[src/rtl/cb_sequencer.sv]
// T-step/M-cycle timing and CB-prefix front end: latches opcode bytes, fetches
// the CB opcode into Z, and keeps the CB microcode active until it finishes.
module cb_sequencer #(
  parameter logic [7:0] PREFIX_OPCODE = 8'hCB,
  parameter logic [7:0] RESET_OPCODE  = 8'h00
) (
  input  logic       i_Clk,
  input  logic       i_Reset,
  input  logic       i_Enable,
  input  logic [7:0] i_Bus_Data,
  input  logic       i_Main_IR_Fetch,
  input  logic       i_Disable_CB,
  output logic [3:0] o_Cycle_Step,
  output logic [7:0] o_Cycle_Count,
  output logic [7:0] o_IR,
  output logic [7:0] o_Z,
  output logic       o_CB_Active,
  output logic       o_CB_Fetch,
  output logic       o_Count_Overflow
);

  typedef enum logic [1:0] {
    NORMAL   = 2'd0,
    CB_FETCH = 2'd1,
    CB_EXEC  = 2'd2
  } state_t;

  localparam int unsigned STEP_W  = 4;
  localparam int unsigned COUNT_W = 8;

  state_t             state, state_nxt;
  logic [STEP_W-1:0]  step_nxt;
  logic [COUNT_W-1:0] count_nxt;
  logic [7:0]         ir_nxt;
  logic [7:0]         z_nxt;
  logic               ovf_nxt;
  logic               reload;
  logic               m_end;
  logic               bus_is_prefix;

  assign m_end         = i_Enable & o_Cycle_Step[STEP_W-1];
  assign bus_is_prefix = (i_Bus_Data == PREFIX_OPCODE);

  // Next-state, opcode latching and counter update; everything moves on M-end edges except the step ring.
  always_comb begin
    state_nxt = state;
    step_nxt  = o_Cycle_Step;
    count_nxt = o_Cycle_Count;
    ir_nxt    = o_IR;
    z_nxt     = o_Z;
    ovf_nxt   = o_Count_Overflow;
    reload    = 1'b0;

    if (i_Enable) begin
      step_nxt = {o_Cycle_Step[STEP_W-2:0], o_Cycle_Step[STEP_W-1]};
    end

    if (m_end) begin
      case (state)
        NORMAL: begin
          if (i_Main_IR_Fetch) begin
            reload    = 1'b1;
            ir_nxt    = i_Bus_Data;
            state_nxt = bus_is_prefix ? CB_FETCH : NORMAL;
          end
        end
        CB_FETCH: begin
          reload    = 1'b1;
          z_nxt     = i_Bus_Data;
          state_nxt = CB_EXEC;
        end
        CB_EXEC: begin
          if (i_Disable_CB) begin
            reload    = 1'b1;
            ir_nxt    = i_Bus_Data;
            state_nxt = bus_is_prefix ? CB_FETCH : NORMAL;
          end
        end
        default: begin
          state_nxt = NORMAL;
        end
      endcase

      // Saturate at the top M-cycle and flag it; only reset clears the flag.
      if (reload) begin
        count_nxt = COUNT_W'(1);
      end else if (o_Cycle_Count[COUNT_W-1]) begin
        ovf_nxt = 1'b1;
      end else begin
        count_nxt = {o_Cycle_Count[COUNT_W-2:0], 1'b0};
      end
    end
  end

  // State and output registers; CB enables are registered decodes of the next state.
  always_ff @(posedge i_Clk or posedge i_Reset) begin
    if (i_Reset) begin
      state            <= NORMAL;
      o_Cycle_Step     <= STEP_W'(1);
      o_Cycle_Count    <= COUNT_W'(1);
      o_IR             <= RESET_OPCODE;
      o_Z              <= RESET_OPCODE;
      o_CB_Active      <= 1'b0;
      o_CB_Fetch       <= 1'b0;
      o_Count_Overflow <= 1'b0;
    end else begin
      state            <= state_nxt;
      o_Cycle_Step     <= step_nxt;
      o_Cycle_Count    <= count_nxt;
      o_IR             <= ir_nxt;
      o_Z              <= z_nxt;
      o_CB_Active      <= (state_nxt == CB_EXEC);
      o_CB_Fetch       <= (state_nxt == CB_FETCH);
      o_Count_Overflow <= ovf_nxt;
    end
  end

endmodule

[config.mk]
export PLATFORM = sky130hd
export DESIGN_NAME = cb_sequencer
export DESIGN_NICKNAME = d
export VERILOG_FILES = /design/src/rtl/cb_sequencer.sv
export SDC_FILE = /design/constraint.sdc
export NUM_CORES = 1
export LEC_CHECK = 0
export BUFFER_PORTS_ARGS = -buffer_cell sky130_fd_sc_hd__buf_2
export CAP_MARGIN = 30
export CORE_ASPECT_RATIO = 0.9
export CORE_MARGIN = 10
export CORE_UTILIZATION = 48
export DETAILED_ROUTE_END_ITERATION = 6
export PLACE_DENSITY_LB_ADDON = 0.25
export SLEW_MARGIN = 10
export SYNTH_ARGS = -nofsm -noshare
export SYNTH_HDL_FRONTEND = slang
export SYNTH_SLANG_ARGS = --single-unit
[constraint.sdc]
create_clock -name i_Clk -period 1.6 [get_ports i_Clk]
set_input_delay 0.08 -clock i_Clk [delete_from_list [all_inputs] [get_ports i_Clk]]
set_output_delay 0.08 -clock i_Clk [all_outputs]
set_load 0.02 [all_outputs]
==> metrics.md <==
| Metric | Value |
|---|---|
| Routing usage on met3 | `0.0642` |
| Area used by multi-input combinational logic | `465 um2` |
| Initial Utilization | `0.518` |
| Util after Layout | `0.693` |
| Post-CTS setup buffers | `0` |
| Hold Startpoint | `i_Enable` |
| Worst-case clock buffer depth | `2` |
| Crit Path Max Fanout | `3` |
| CTS Buf Count | `5` |
| Setup_tns | `0 ps` |
| Met1 global-route usage | `0.134` |
| Deepest level of the CTS H-tree | `2` |
| Max cap viols | `0` |
| Max VDD drop | `0.000765 V` |
| FF/Latch Area | `828 um2` |
| DP Worst Slack | `67.0 ps` |
| Number of instances in the synthesized netlist | `91` |
| Number of hold violations in the final report | `0` |
| Number of distinct library cells after synthesis | `26` |
| Busiest layer in global routing | `met2` |
| Setup violations, final | `0` |
| Post-Layout Cell Count | `178` |
| Wire length per cell after detailed routing | `16.6 um` |
| Post-detailed-placement half-perimeter wirelength | `2190 um` |
| Full die area | `5230 um2` |
| Leakage Power | `0.941 nW` |
| CP Capture Type | `flip-flop` |
| Timing-limited maximum frequency | `695 MHz` |
| Final max-slew violation count | `0` |
| CP arrival | `1710 ps` |
| Via count of the first global-routing pass | `954` |
| Required time of the worst setup path | `1870 ps` |
| Power Density | `1430 nW/um2` |
| Worst R2R Start | `o_Cycle_Step[3]` |
| Top-level port count | `44` |
| Final design instance area without fill | `1750 um2` |
| Post-Place Cells | `161` |
| Cell row count | `17` |
| Share of the cycle needed by the critical path after routing | `0.899` |
| Cell area after synthesis | `1310 um2` |
| Number of nets still failing antenna checks after routing | `0` |
| Avg Cell Area, Syn | `14.4 um2` |
| Area after DPL | `1570 um2` |
| Count of routing violations after the opening detailed-route iteration | `55` |
| Max-slew headroom at the worst pin | `0.622` |
| Largest clock skew in the final design | `10.9 ps` |
| Crit-path leading delay family | `simple AND/OR/NAND/NOR gates` |
| CP max-delay cell | `dlygate4sd3_1` |
| Filler cell count | `186` |
| Vertical die dimension | `69.6 um` |
| GR met2 Demand/Resource | `0.185` |
| Status | `completed` |
| Clock-pin slew on the worst setup and hold paths | `90 ps` |
| RSZ-0062 raised after global routing | `false` |
| Critical path launch point | `i_Bus_Data[2]` |
| Type of the setup path with the least slack | `in -> reg` |
| Flip-flop and latch count after synthesis | `33` |
| Residual DRC count | `0` |
| Overflow after GRT | `0` |
| CTS Root Cell | `clkbuf_4` |
| Skew-Pair Late Insertion Delay | `330 ps` |
| Transition time of the tightest slew-check pin | `566 ps` |
| Via count | `950` |
| Largest stage delay on the critical path | `530 ps` |
| Post-synth net total | `104` |
| Global-route wire length before repair | `4780 um` |
| Routed via count divided by cell count | `5.34` |
| Critical path launch point type | `input pin` |
| Die outline width | `75.1 um` |
| Sequential area share after synthesis | `0.632` |
| Std-Cell Core Area | `2530 um2` |
| Critical path buffer and inverter count | `2` |
| GR Util All Layers | `0.122` |
| Pre-antenna DRT Iters | `4` |
| Critical Path, Cell by Cell | `dlygate4sd3_1 -> buf_2 -> or4b_1 -> o41ai_2 -> and3_1` |
| Type of the most critical hold path | `in -> reg` |
| Total number of yosys warnings | `0` |
| TritonCTS clock tree | `yes` |
| CTS sink count | `33` |
| Number of antenna violations at the first check in global routing | `0` |
| Synth-to-Final Area Change | `33.8%` |
| Final Net Count | `162` |
| Port Buf Inserts | `43` |
| Sum of routed wire length over all layers | `2950 um` |
| Ant. Diodes | `0` |
| Pin count of the biggest net entering global routing | `21` |
| Layout cells sized above 1 | `0.520` |
| Setup ws final | `162 ps` |
| Routability congestion estimate | `0.761` |
| Post-layout minimum cycle time | `1440 ps` |
==> synthesized netlist by cell type <==
cell / instances / area share
nor2_2: 1 / 0.0048
o21bai_1: 1 / 0.0057
a21oi_1: 1 / 0.0038
dfstp_2: 2 / 0.040
inv_1: 2 / 0.0057
nand3_1: 1 / 0.0038
a41o_1: 1 / 0.0076
a21bo_2: 1 / 0.0076
a22o_1: 6 / 0.040
nand4b_1: 1 / 0.0067
dfrtp_1: 31 / 0.59
and4bb_2: 1 / 0.0095
nand4_1: 1 / 0.0048
o41ai_2: 1 / 0.012
nand2_1: 3 / 0.0086
or4b_1: 1 / 0.0076
nor2_1: 2 / 0.0057
a31oi_1: 1 / 0.0048
mux2_2: 19 / 0.16
buf_2: 3 / 0.011
o21ai_0: 5 / 0.019
a31o_2: 1 / 0.0067
and2_1: 1 / 0.0048
and3_1: 1 / 0.0048
mux2i_1: 1 / 0.0076
nand3b_1: 2 / 0.011
==> cell usage in the layout, fill, tap and decap left out, types with 2 or more instances in the layout <==
cell,count
dfrtp_1,31
inv_1,2
buf_2,43
nand3b_1,2
nor2_1,2
a22o_1,6
nand2_1,3
clkbuf_4,5
dlygate4sd3_1,9
o21ai_0,5
dfstp_2,2
mux2_2,19
==> through the flow <==
step / power (mW) / hold slack [ps]
2_1_floorplan: 1.61 / 207
3_3_place_gp: 1.86 / 153
3_5_place_dp: 1.88 / 164
4_1_cts: 2.55 / 43.2
5_1_grt: 2.67 / 72.0
6_report: 2.51 / 67.3
==> cells by family (layout without fill, tap and decap cells) <==
group | count (synthesis) | count (layout) | synth area share
flip-flops | 33 | 33 | 0.632
multiplexers | 20 | 20 | 0.171
AO/OA/AOI/OAI | 18 | 18 | 0.108
AND/OR/NAND/NOR | 15 | 15 | 0.0725
buffers and inverters | 5 | 64 | 0.0172
==> worst reg2reg max path, cell delays in order, from the launching register on <==
cell and delay, ps:
dfrtp_1 510, nand3b_1 210, nor2_4 250, mux2_2 360
==> where the power goes <==
group	internal [mW]	switching (mW)
Sequential	1.03	0.117
Combinational	0.299	0.427
Clock	0.373	0.269
==> cell type report <==
class	count	area share
Inverter	2	0.00428
Clock inverter	1	0.0171
Tap cell	28	0.0200
Multi-Input combinational cell	53	0.265
Sequential cell	33	0.472
Timing Repair Buffer	54	0.190
Clock buffer	7	0.0314
==> state kept, by name, summed over array words and instances (netlist names) <==
register	count
o_Cycle_Count	8
o_CB_Fetch	1
o_CB_Active	1
o_IR	8
o_Count_Overflow	1
state	2
o_Z	8
o_Cycle_Step	4
==> worst paths after layout <==
kind / depth (start not counted) / to / slack [ps]
hold reg to reg: 2 / o_Cycle_Step[0] / 480
setup / recovery: 5 / o_CB_Fetch / 160
min in group asynchronous: 3 / o_Cycle_Count[7] / 340
setup reg to reg: 3 / o_IR[4] / 170
hold / removal: 2 / o_Cycle_Step[0] / 70
max in group asynchronous: 4 / o_Cycle_Step[3] / 770
==> metal layers <==
layer  routed length [um]  part of all wire
met5                    0                 0
met1                 1190              0.40
met2                 1440              0.49
met3                  262             0.089
met4                   62             0.021
==> repair_timing <==
action                                  CTS  global route
hold buffers                              9             0
hold endpoints to repair                 27             0
gates resized for setup                   0             1
endpoints found under the setup margin    0             8
Note: power is estimated with default switching activity, not from simulation.
